**config.mk**
```make
export PLATFORM = sky130hd
export DESIGN_NAME = cr16_exec_ctrl_flat
export DESIGN_NICKNAME = d
export VERILOG_FILES = /design/src/rtl/cr16_exec_ctrl_if.sv /design/src/rtl/cr16_exec_ctrl.sv /design/src/flat_wrapper.sv
export SDC_FILE = /design/constraint.sdc
export NUM_CORES = 1
export LEC_CHECK = 0
export CORE_ASPECT_RATIO = 1.25
export CORE_UTILIZATION = 28
export DETAILED_ROUTE_END_ITERATION = 8
export GPL_ROUTABILITY_DRIVEN = 1
export GPL_TIMING_DRIVEN = 0
export PLACE_DENSITY_LB_ADDON = 0.08
export SLEW_MARGIN = 40
export SYNTH_ARGS = -nofsm -noshare
export SYNTH_HDL_FRONTEND = slang
export SYNTH_SLANG_ARGS = --single-unit
```
**constraint.sdc**
```tcl
create_clock -name clk -period 3.3 [get_ports clk]
set_input_delay 0.66 -clock clk [delete_from_list [all_inputs] [get_ports clk]]
set_output_delay 0.66 -clock clk [all_outputs]
set_load 0.03 [all_outputs]
```
**src/rtl/cr16_exec_ctrl_if.sv**
```systemverilog
// ---------------------------------------------------------------------------
// cr16_exec_ctrl_if
// Bundle of the execution-controller signals exchanged with the board/core.
//   master : board/core side (drives controls, PC, buses; reads status)
//   slave  : cr16_exec_ctrl side
// Signals (controller view):
//   step_mode, step, resume, break_en, break_pc, pc, result_bus, mem_data_b,
//   display_sel                                              -> inputs
//   cr16_enable, halted, state, run_cycles, display_bits     -> outputs
//   trace_idx (in) / trace_pc (out) exist only when CR16_EXEC_CTRL_TRACE_EN
//   is defined.
// ---------------------------------------------------------------------------
interface cr16_exec_ctrl_if #(
    parameter int P_PC_WIDTH    = 16,
    parameter int P_COUNT_WIDTH = 24,
    parameter int P_NUM_DIGITS  = 6
);
    logic                        step_mode;
    logic                        step;
    logic                        resume;
    logic                        break_en;
    logic [P_PC_WIDTH-1:0]       break_pc;
    logic [P_PC_WIDTH-1:0]       pc;
    logic [15:0]                 result_bus;
    logic [15:0]                 mem_data_b;
    logic [1:0]                  display_sel;
    logic                        cr16_enable;
    logic                        halted;
    logic [1:0]                  state;
    logic [P_COUNT_WIDTH-1:0]    run_cycles;
    logic [4*P_NUM_DIGITS-1:0]   display_bits;
`ifdef CR16_EXEC_CTRL_TRACE_EN
    logic [2:0]                  trace_idx;
    logic [P_PC_WIDTH-1:0]       trace_pc;
`endif

    modport master (
`ifdef CR16_EXEC_CTRL_TRACE_EN
        output trace_idx,
        input  trace_pc,
`endif
        output step_mode, step, resume, break_en, break_pc, pc,
        output result_bus, mem_data_b, display_sel,
        input  cr16_enable, halted, state, run_cycles, display_bits
    );

    modport slave (
`ifdef CR16_EXEC_CTRL_TRACE_EN
        input  trace_idx,
        output trace_pc,
`endif
        input  step_mode, step, resume, break_en, break_pc, pc,
        input  result_bus, mem_data_b, display_sel,
        output cr16_enable, halted, state, run_cycles, display_bits
    );
endinterface

```
**src/rtl/cr16_exec_ctrl.sv**
```systemverilog
// ---------------------------------------------------------------------------
// cr16_exec_ctrl
// Execution controller between the CR16 core and the board I/O.
// FSM: WARMUP (BRAM settle) -> RUN / HALT, single-step (STEP) and resume,
// PC breakpoint halt. Drives the core enable (no clock gating), counts
// enabled cycles (saturating) and produces a registered 7-seg nibble word.
//
// Ports:
//   clk    : clock
//   rst_n  : asynchronous, active-low reset
//   bus    : cr16_exec_ctrl_if.slave (controls, PC, buses, status, display)
//
// State code on bus.state: 00 WARMUP, 01 RUN, 10 STEP, 11 HALT.
// Display select: 00 mem_data_b, 01 {pc[7:0],result_bus}, 10 run_cycles,
//                 11 {state,pc}; zero-extended / MSB-truncated to 4*P_NUM_DIGITS.
//
// Optional feature: define CR16_EXEC_CTRL_TRACE_EN for an 8-entry PC trace
// ring (captures pc on every enabled cycle; trace_pc shows the entry written
// trace_idx+1 captures ago).
// ---------------------------------------------------------------------------
module cr16_exec_ctrl #(
    parameter int P_COLD_CLK_CYCLES = 2,
    parameter int P_STEP_CYCLES     = 3,
    parameter int P_PC_WIDTH        = 16,
    parameter int P_COUNT_WIDTH     = 24,
    parameter int P_NUM_DIGITS      = 6
) (
    input  logic               clk,
    input  logic               rst_n,
    cr16_exec_ctrl_if.slave    bus
);
    localparam int WW    = (P_COLD_CLK_CYCLES > 1) ? $clog2(P_COLD_CLK_CYCLES) : 1;
    localparam int SW    = (P_STEP_CYCLES > 1) ? $clog2(P_STEP_CYCLES) : 1;
    localparam int DW    = 4 * P_NUM_DIGITS;
    localparam int M1    = (DW > 24) ? DW : 24;
    localparam int M2    = (M1 > P_COUNT_WIDTH) ? M1 : P_COUNT_WIDTH;
    localparam int SRC_W = (M2 > P_PC_WIDTH + 2) ? M2 : P_PC_WIDTH + 2;

    typedef enum logic [1:0] {
        S_WARMUP = 2'b00,
        S_RUN    = 2'b01,
        S_STEP   = 2'b10,
        S_HALT   = 2'b11
    } state_t;

    state_t                   state, state_n;
    logic [WW-1:0]            warm_cnt, warm_cnt_n;
    logic [SW-1:0]            step_cnt, step_cnt_n;
    logic                     skip_bp, skip_bp_n;
    logic                     step_q, resume_q;
    logic                     step_edge, resume_edge;
    logic                     bp_hit, enable;
    logic [P_COUNT_WIDTH-1:0] run_cycles;
    logic [DW-1:0]            disp;
    logic [SRC_W-1:0]         disp_src;

    // Edge detectors keep sampling in every state, so a level held high
    // through reset/warm-up never looks like a fresh request in HALT.
    assign step_edge   = bus.step   & ~step_q;
    assign resume_edge = bus.resume & ~resume_q;

    // skip_bp lets the instruction sitting on the breakpoint execute once
    // after a resume, otherwise the core could never move past it.
    assign bp_hit = bus.break_en && (bus.pc == bus.break_pc) && !skip_bp;
    assign enable = ((state == S_RUN) && !bp_hit) || (state == S_STEP);

    always_ff @(posedge clk or negedge rst_n) begin
        if (!rst_n) begin
            state    <= S_WARMUP;
            warm_cnt <= '0;
            step_cnt <= '0;
            skip_bp  <= 1'b0;
            step_q   <= 1'b0;
            resume_q <= 1'b0;
        end else begin
            state    <= state_n;
            warm_cnt <= warm_cnt_n;
            step_cnt <= step_cnt_n;
            skip_bp  <= skip_bp_n;
            step_q   <= bus.step;
            resume_q <= bus.resume;
        end
    end

    always_comb begin
        state_n    = state;
        warm_cnt_n = warm_cnt;
        step_cnt_n = step_cnt;
        skip_bp_n  = 1'b0;
        case (state)
            S_WARMUP: begin
                if (warm_cnt == WW'(P_COLD_CLK_CYCLES - 1)) begin
                    warm_cnt_n = '0;
                    state_n    = bus.step_mode ? S_HALT : S_RUN;
                end else begin
                    warm_cnt_n = warm_cnt + WW'(1);
                end
            end
            S_RUN: begin
                if (bp_hit || bus.step_mode)
                    state_n = S_HALT;
            end
            S_HALT: begin
                // Resume has priority over a simultaneous step when allowed.
                if (resume_edge && !bus.step_mode) begin
                    state_n   = S_RUN;
                    skip_bp_n = 1'b1;
                end else if (step_edge) begin
                    state_n    = S_STEP;
                    step_cnt_n = '0;
                end
            end
            S_STEP: begin
                if (step_cnt == SW'(P_STEP_CYCLES - 1)) begin
                    step_cnt_n = '0;
                    state_n    = S_HALT;
                end else begin
                    step_cnt_n = step_cnt + SW'(1);
                end
            end
            default: state_n = S_WARMUP;
        endcase
    end

    always_ff @(posedge clk or negedge rst_n) begin
        if (!rst_n)
            run_cycles <= '0;
        else if (enable && (run_cycles != '1))
            run_cycles <= run_cycles + P_COUNT_WIDTH'(1);
    end

    always_comb begin
        disp_src = '0;
        case (bus.display_sel)
            2'b00:   disp_src = SRC_W'(bus.mem_data_b);
            2'b01:   disp_src = SRC_W'({bus.pc[7:0], bus.result_bus});
            2'b10:   disp_src = SRC_W'(run_cycles);
            default: disp_src = SRC_W'({state, bus.pc});
        endcase
    end

    always_ff @(posedge clk or negedge rst_n) begin
        if (!rst_n)
            disp <= '0;
        else
            disp <= disp_src[DW-1:0];
    end

    assign bus.cr16_enable  = enable;
    assign bus.halted       = (state == S_HALT);
    assign bus.state        = state;
    assign bus.run_cycles   = run_cycles;
    assign bus.display_bits = disp;

`ifdef CR16_EXEC_CTRL_TRACE_EN
    logic [P_PC_WIDTH-1:0] trace_buf [8];
    logic [2:0]            trace_wptr;

    always_ff @(posedge clk or negedge rst_n) begin
        if (!rst_n) begin
            for (int i = 0; i < 8; i++)
                trace_buf[i] <= '0;
            trace_wptr <= '0;
        end else if (enable) begin
            trace_buf[trace_wptr] <= bus.pc;
            trace_wptr            <= trace_wptr + 3'd1;
        end
    end

    // wptr-1 is the newest entry; 3-bit arithmetic wraps around the ring.
    assign bus.trace_pc = trace_buf[trace_wptr - 3'd1 - bus.trace_idx];
`endif
endmodule

```
**src/flat_wrapper.sv**
```systemverilog
// flat-port wrapper written by rule: the top's interface ports become plain ports
module cr16_exec_ctrl_flat 
#(
    parameter int P_COLD_CLK_CYCLES = 2,
    parameter int P_STEP_CYCLES     = 3,
    parameter int P_PC_WIDTH        = 16,
    parameter int P_COUNT_WIDTH     = 24,
    parameter int P_NUM_DIGITS      = 6
)
  (clk, rst_n, bus_step_mode, bus_step, bus_resume, bus_break_en, bus_break_pc, bus_pc, bus_result_bus, bus_mem_data_b, bus_display_sel, bus_cr16_enable, bus_halted, bus_state, bus_run_cycles, bus_display_bits);
  cr16_exec_ctrl_if #(.P_PC_WIDTH(P_PC_WIDTH), .P_COUNT_WIDTH(P_COUNT_WIDTH), .P_NUM_DIGITS(P_NUM_DIGITS)) bus_i ();
  input  logic clk;
  input  logic rst_n;
  input wire logic [$bits(bus_i.step_mode)-1:0] bus_step_mode;
  input wire logic [$bits(bus_i.step)-1:0] bus_step;
  input wire logic [$bits(bus_i.resume)-1:0] bus_resume;
  input wire logic [$bits(bus_i.break_en)-1:0] bus_break_en;
  input wire logic [$bits(bus_i.break_pc)-1:0] bus_break_pc;
  input wire logic [$bits(bus_i.pc)-1:0] bus_pc;
  input wire logic [$bits(bus_i.result_bus)-1:0] bus_result_bus;
  input wire logic [$bits(bus_i.mem_data_b)-1:0] bus_mem_data_b;
  input wire logic [$bits(bus_i.display_sel)-1:0] bus_display_sel;
  output wire logic [$bits(bus_i.cr16_enable)-1:0] bus_cr16_enable;
  output wire logic [$bits(bus_i.halted)-1:0] bus_halted;
  output wire logic [$bits(bus_i.state)-1:0] bus_state;
  output wire logic [$bits(bus_i.run_cycles)-1:0] bus_run_cycles;
  output wire logic [$bits(bus_i.display_bits)-1:0] bus_display_bits;
  assign bus_i.step_mode = bus_step_mode;
  assign bus_i.step = bus_step;
  assign bus_i.resume = bus_resume;
  assign bus_i.break_en = bus_break_en;
  assign bus_i.break_pc = bus_break_pc;
  assign bus_i.pc = bus_pc;
  assign bus_i.result_bus = bus_result_bus;
  assign bus_i.mem_data_b = bus_mem_data_b;
  assign bus_i.display_sel = bus_display_sel;
  assign bus_cr16_enable = bus_i.cr16_enable;
  assign bus_halted = bus_i.halted;
  assign bus_state = bus_i.state;
  assign bus_run_cycles = bus_i.run_cycles;
  assign bus_display_bits = bus_i.display_bits;
  cr16_exec_ctrl #(.P_COLD_CLK_CYCLES(P_COLD_CLK_CYCLES), .P_STEP_CYCLES(P_STEP_CYCLES), .P_PC_WIDTH(P_PC_WIDTH), .P_COUNT_WIDTH(P_COUNT_WIDTH), .P_NUM_DIGITS(P_NUM_DIGITS)) u_core (.clk(clk), .rst_n(rst_n), .bus(bus_i));
endmodule
```
Word-level counts from Yosys, hierarchy flattened
Cells that the tools add are included.
Operators by class
  add/sub/neg operators: 3
  equal/unequal tests: 14
  mux-type cells: 15
  bitwise logic cells: 4
  reductions and logical operators: 15
Operator list (number)
  case mux 24 bit (3 select lines): 1
  adder 24 x 1 -> 24 bit (second input constant): 1
  != test 24 bit (second input constant): 1
  2-to-1 mux 2 bit: 9
  == test 16 bit: 1
  == test 2 bit (second input constant): 4
  case mux 2 bit (4 select lines): 1
  != test 2 bit (second input constant): 3
  logical AND 1 bit: 5
  == test 2 x 1 -> 1 bit (second input constant): 2
  logical NOT 2 bit: 2
  != test 2 x 1 -> 1 bit (second input constant): 2
  case mux 2 bit (2 select lines): 1
  AND reduction 4 bit: 1
  logical NOT 1 bit: 3
  2-to-1 mux 1 bit: 3
  != test 3 x 1 -> 1 bit (second input constant): 1
  AND reduction 3 bit: 1
  adder 2 x 1 -> 2 bit (second input constant): 1
  AND 1 bit: 2
  logical OR 1 bit: 2
  NOT 1 bit: 2
  nonzero test 2 bit: 1
  adder 1 bit (second input constant): 1
Storage, ports and cells
  bits in registers: 56
  bits of input ports: 72
  output and inout port bits: 52
  logic and storage cells: 59

Longest topological paths before layout
  depth in word-level cells: 7
  mapped depth: 8
  depth with buffers taken out: 7

Worst setup path after synthesis
No wires, ideal clock.
  path type: input to output
  start: input bus_pc[9]
  end: output bus_cr16_enable
  data arrival time: 1.743 ns
  required time: 2.640 ns
  slack: 0.897 ns
  stages on the path: 5
  buffers on the path: 0
  cell sequence: xor2_1 -> nor4_1 -> nand4b_1 -> o21ai_1 -> nand2_1
Between the ends
  word-level cells in the longest chain between the ends: 6
Ends and longest elaborated chain
  start, declared: RTL line flat_wrapper.sv:19  | input wire logic [$bits(bus_i.pc)-1:0] bus_pc;
  == test 16 bit: RTL line cr16_exec_ctrl.sv:64  | assign bp_hit = bus.break_en && (bus.pc == bus.break_pc) && !skip_bp;
  logical AND 1 bit (2 in a row): RTL line cr16_exec_ctrl.sv:64
  logical NOT 1 bit: RTL line cr16_exec_ctrl.sv:65  | assign enable = ((state == S_RUN) && !bp_hit) || (state == S_STEP);
  logical AND 1 bit: RTL line cr16_exec_ctrl.sv:65
  logical OR 1 bit: RTL line cr16_exec_ctrl.sv:65
  end, declared: RTL line flat_wrapper.sv:23  | output wire logic [$bits(bus_i.cr16_enable)-1:0] bus_cr16_enable;
No other way between the ends.

Worst setup path in the final report
  start: input bus_pc[5]
  end: output bus_cr16_enable
Same word-level chain as after synthesis.

==> results.json <==
{
  "slew-limit-headroom_pct": 53.8,
  "synthXorXnorAreaFrac_pct": 11.6,
  "worst_r2r_startpoint": "u_core.bus.run_cycles[0]$_DFFE_PN0P_",
  "finalNonFillerCells": 498,
  "grt_pass1_wl_um": 13700,
  "fin_worst_skew_ns": 0.00708,
  "synth_top_family_by_area": "simple AND/OR/NAND/NOR gates",
  "drt-total-wl_um": 8610,
  "irDropWorstVdd_uv": 411,
  "syn_area_per_cell_um2": 12.4,
  "vias_per_cell": 4.69,
  "p_sw_share_pct": 36.6,
  "synth_compound_area_share_pct": 4.87,
  "end_kind": "output port",
  "place_area_um2": 4350,
  "p_seq_share_pct": 33.4,
  "diodes": 0,
  "synthSimpleGateAreaFrac_pct": 16.0,
  "grt_max_degree": 41,
  "fp.dieH_um": 117,
  "status": "finished clean",
  "switching_power_uw": 984,
  "clockBufferDepth": 2,
  "synth.ff_latch_count": 56,
  "fillerInstances": 970,
  "hold_viol_final": 0,
  "synth_top_area_cell": "dfrtp_1",
  "clock_tree.root_cell": "clkbuf_16",
  "cts.clk_slew.worst_paths_ns": 0.07,
  "path_max_fanout": 3,
  "drc": 0,
  "path_class": "input port to output port",
  "synthFlopType": "dfrtp_1",
  "worst_slack_ns": 0.170,
  "ys_async_sr_fraction_pct": 100,
  "start_util_pct": 29.1,
  "final_cell_area_um2": 4550,
  "cts_buffers": 5,
  "p_clk_share_pct": 22.7,
  "track_usage_pct": 16.8,
  "rrSetupSlack_ns": 1.24,
  "dr.pass1.iters": 4,
  "insertion_delay_ns": 0.29,
  "rsz0062_at_grt": "false",
  "drive_gt1_share_pct": 15.7,
  "grt-ovfl-total": 0,
  "synthMuxAreaShare_pct": 13.8,
  "antenna_found_initial": 0,
  "yosysTopAreaCellShare_pct": 47.4,
  "post-place-cells": 489,
  "core.rowCount": 41,
  "p_int_mw": 1.71,
  "critPathLaunchType": "input port",
  "power_density_nw_per_um2": 591,
  "min_period_ns": 3.13,
  "leakagePower_nw": 1.84,
  "drt-initial-drc-count": 89,
  "cap_violations": 0,
  "die_x_um": 93.9,
  "synth-adder-area-share_pct": 2.54,
  "critical_path_arrival_ns": 2.47,
  "dp_hpwl_um": 6760,
  "reg2regPathDepth": 7,
  "crit_required_ns": 2.64,
  "reg2reg_to": "u_core.bus.run_cycles[7]$_DFFE_PN0P_",
  "wl_per_cell_um": 17.3,
  "core-area_um2": 10200,
  "postRouteAntennaNets": 0,
  "port_buffers": 121,
  "syn_nets": 316,
  "ys_types": 43,
  "p_comb_share_pct": 43.8,
  "crit_path_start": "bus_pc[5]",
  "io_pins": 124,
  "area_growth_pct": 54.0,
  "synth_edf_count": 0,
  "fin_crit_sh_pct": 94.8,
  "synthMostInstantiatedCell": "dfrtp_1",
  "ys_warn_count": 0,
  "hold_path.class": "input port to asynchronous set/reset pin",
  "synth_common_cells": "dfrtp_1, nand2_1, xnor2_1",
  "clock_sinks": 56,
  "grt_pass1_vias": 2485,
  "synth.area.top_cells": "dfrtp_1, mux4_2, xnor2_1",
  "netlist_instances": 238,
  "dieArea_um2": 11000,
  "ctsHtreeMaxLevel": 2,
  "synth-seq-area-share_pct": 47.4,
  "setup_viol": 0,
  "via_count": 2338,
  "dp_slack_ns": -0.655,
  "slew_viol_final": 0,
  "synth_area_um2": 2960,
  "worstMarginPinSlew_ns": 0.692,
  "clock.fmax_mhz": 320,
  "cts_tree": "done",
  "place_congestion": 0.875,
  "fin_nets": 446
}
-- area by class of cell --
type | instances | area, um^2 | share of cell area (%)
plain buffers | 10 | 85.1 | 1.87
clock buffers | 5 | 125 | 2.75
clock inverters | 3 | 42.5 | 0.935
inverters | 8 | 30.0 | 0.660
multi-input cells | 164 | 1480 | 32.4
flip-flops and latches | 56 | 1400 | 30.8
well taps | 129 | 161 | 3.55
repair buffers | 123 | 1230 | 27.0
-- worst max-delay path, stage by stage --
cell and delay (ns):
clkdlybuf4s50_1 0.52, xor2_1 0.22, nor4_2 0.41, nand3_2 0.19
o21ai_4 0.19, nand2_1 0.10, clkbuf_2 0.19
-- stage by stage --
step	hold slack, ns	total power [mW]	utilization, %	setup TNS (ns)
floorplan	0.364	1.63	-	0
global placement	0.446	2.09	42.6	-23.83
detailed placement	0.450	2.09	42.8	-0.655
CTS	0.235	2.74	44.9	0
global route	0.240	2.86	44.8	0
finish	0.226	2.69	44.8	0
-- what timing repair did --
action / 4_1_cts / 5_1_grt
hold buffers: 0 / 0
resized for setup: 7 / 2
pin swaps: 3 / 1
setup buffers: 1 / 0
endpoints found under the setup margin: 1 / 1
endpoints found under the hold margin: 0 / 0
-- power groups by stage --
stage	logic, mW	clock network [mW]	registers [mW]
after global placement	1.17	0	0.912
after detailed placement	1.18	0	0.913
after floorplan	0.575	0	1.06
after CTS	1.20	0.632	0.901
after global routing	1.27	0.662	0.919
final	1.18	0.612	0.899
-- per-layer routing --
| metal | wire, um | up-vias | GRT usage, % |
|---|---|---|---|
| li1 | - | 1106 | - |
| met1 | 3790 | 1141 | 21.2 |
| met2 | 4220 | 86 | 29.2 |
| met3 | 512 | 5 | 3.49 |
| met4 | 83 | 0 | 4.00 |
| met5 | 0 | - | 0 |
-- worst max-delay path by stage --
stage	endpoint	slack, ns	depth (start not counted)
finish	bus_cr16_enable	0.17	7
global route	bus_cr16_enable	0.13	7
CTS	bus_cr16_enable	0.005	7
detailed placement	bus_cr16_enable	-0.66	7
global placement	bus_cr16_enable	-0.65	7
floorplan	bus_cr16_enable	0.90	5
-- registers in the layout, indices dropped and copies added (netlist names) --
name and count:
u_core.step_cnt 2, u_core.bus.run_cycles 24, u_core.bus.state 2, u_core.resume_q 1, u_core.step_q 1, u_core.warm_cnt 1, u_core.bus.display_bits 24, u_core.skip_bp 1
-- cell families (layout without fill, tap and decap cells) --
family                     after synthesis  count (layout)
AOI/OAI and AO/OA                       21              21
DFF                                     56              56
buffers and inverters                   18             149
and+or+nand+nor                         78              78
xor gates and xnor gates                39              39
muxes                                   20              20
adders and majority gates                6               6
-- layout by cell type (no fill, tap or decap), types with 4 or more instances in the layout --
cell type and instances:
nand3_2 7, nand2_1 26, nand4_1 6, dfrtp_1 56
clkbuf_1 4, xnor2_1 22, ha_1 6, clkbuf_16 5
inv_1 8, xor2_1 17, nand3_1 8, nor2_1 5
o21ai_0 11, mux4_2 15, clkdlybuf4s50_1 119
Note: power is estimated with default switching activity, not from simulation.
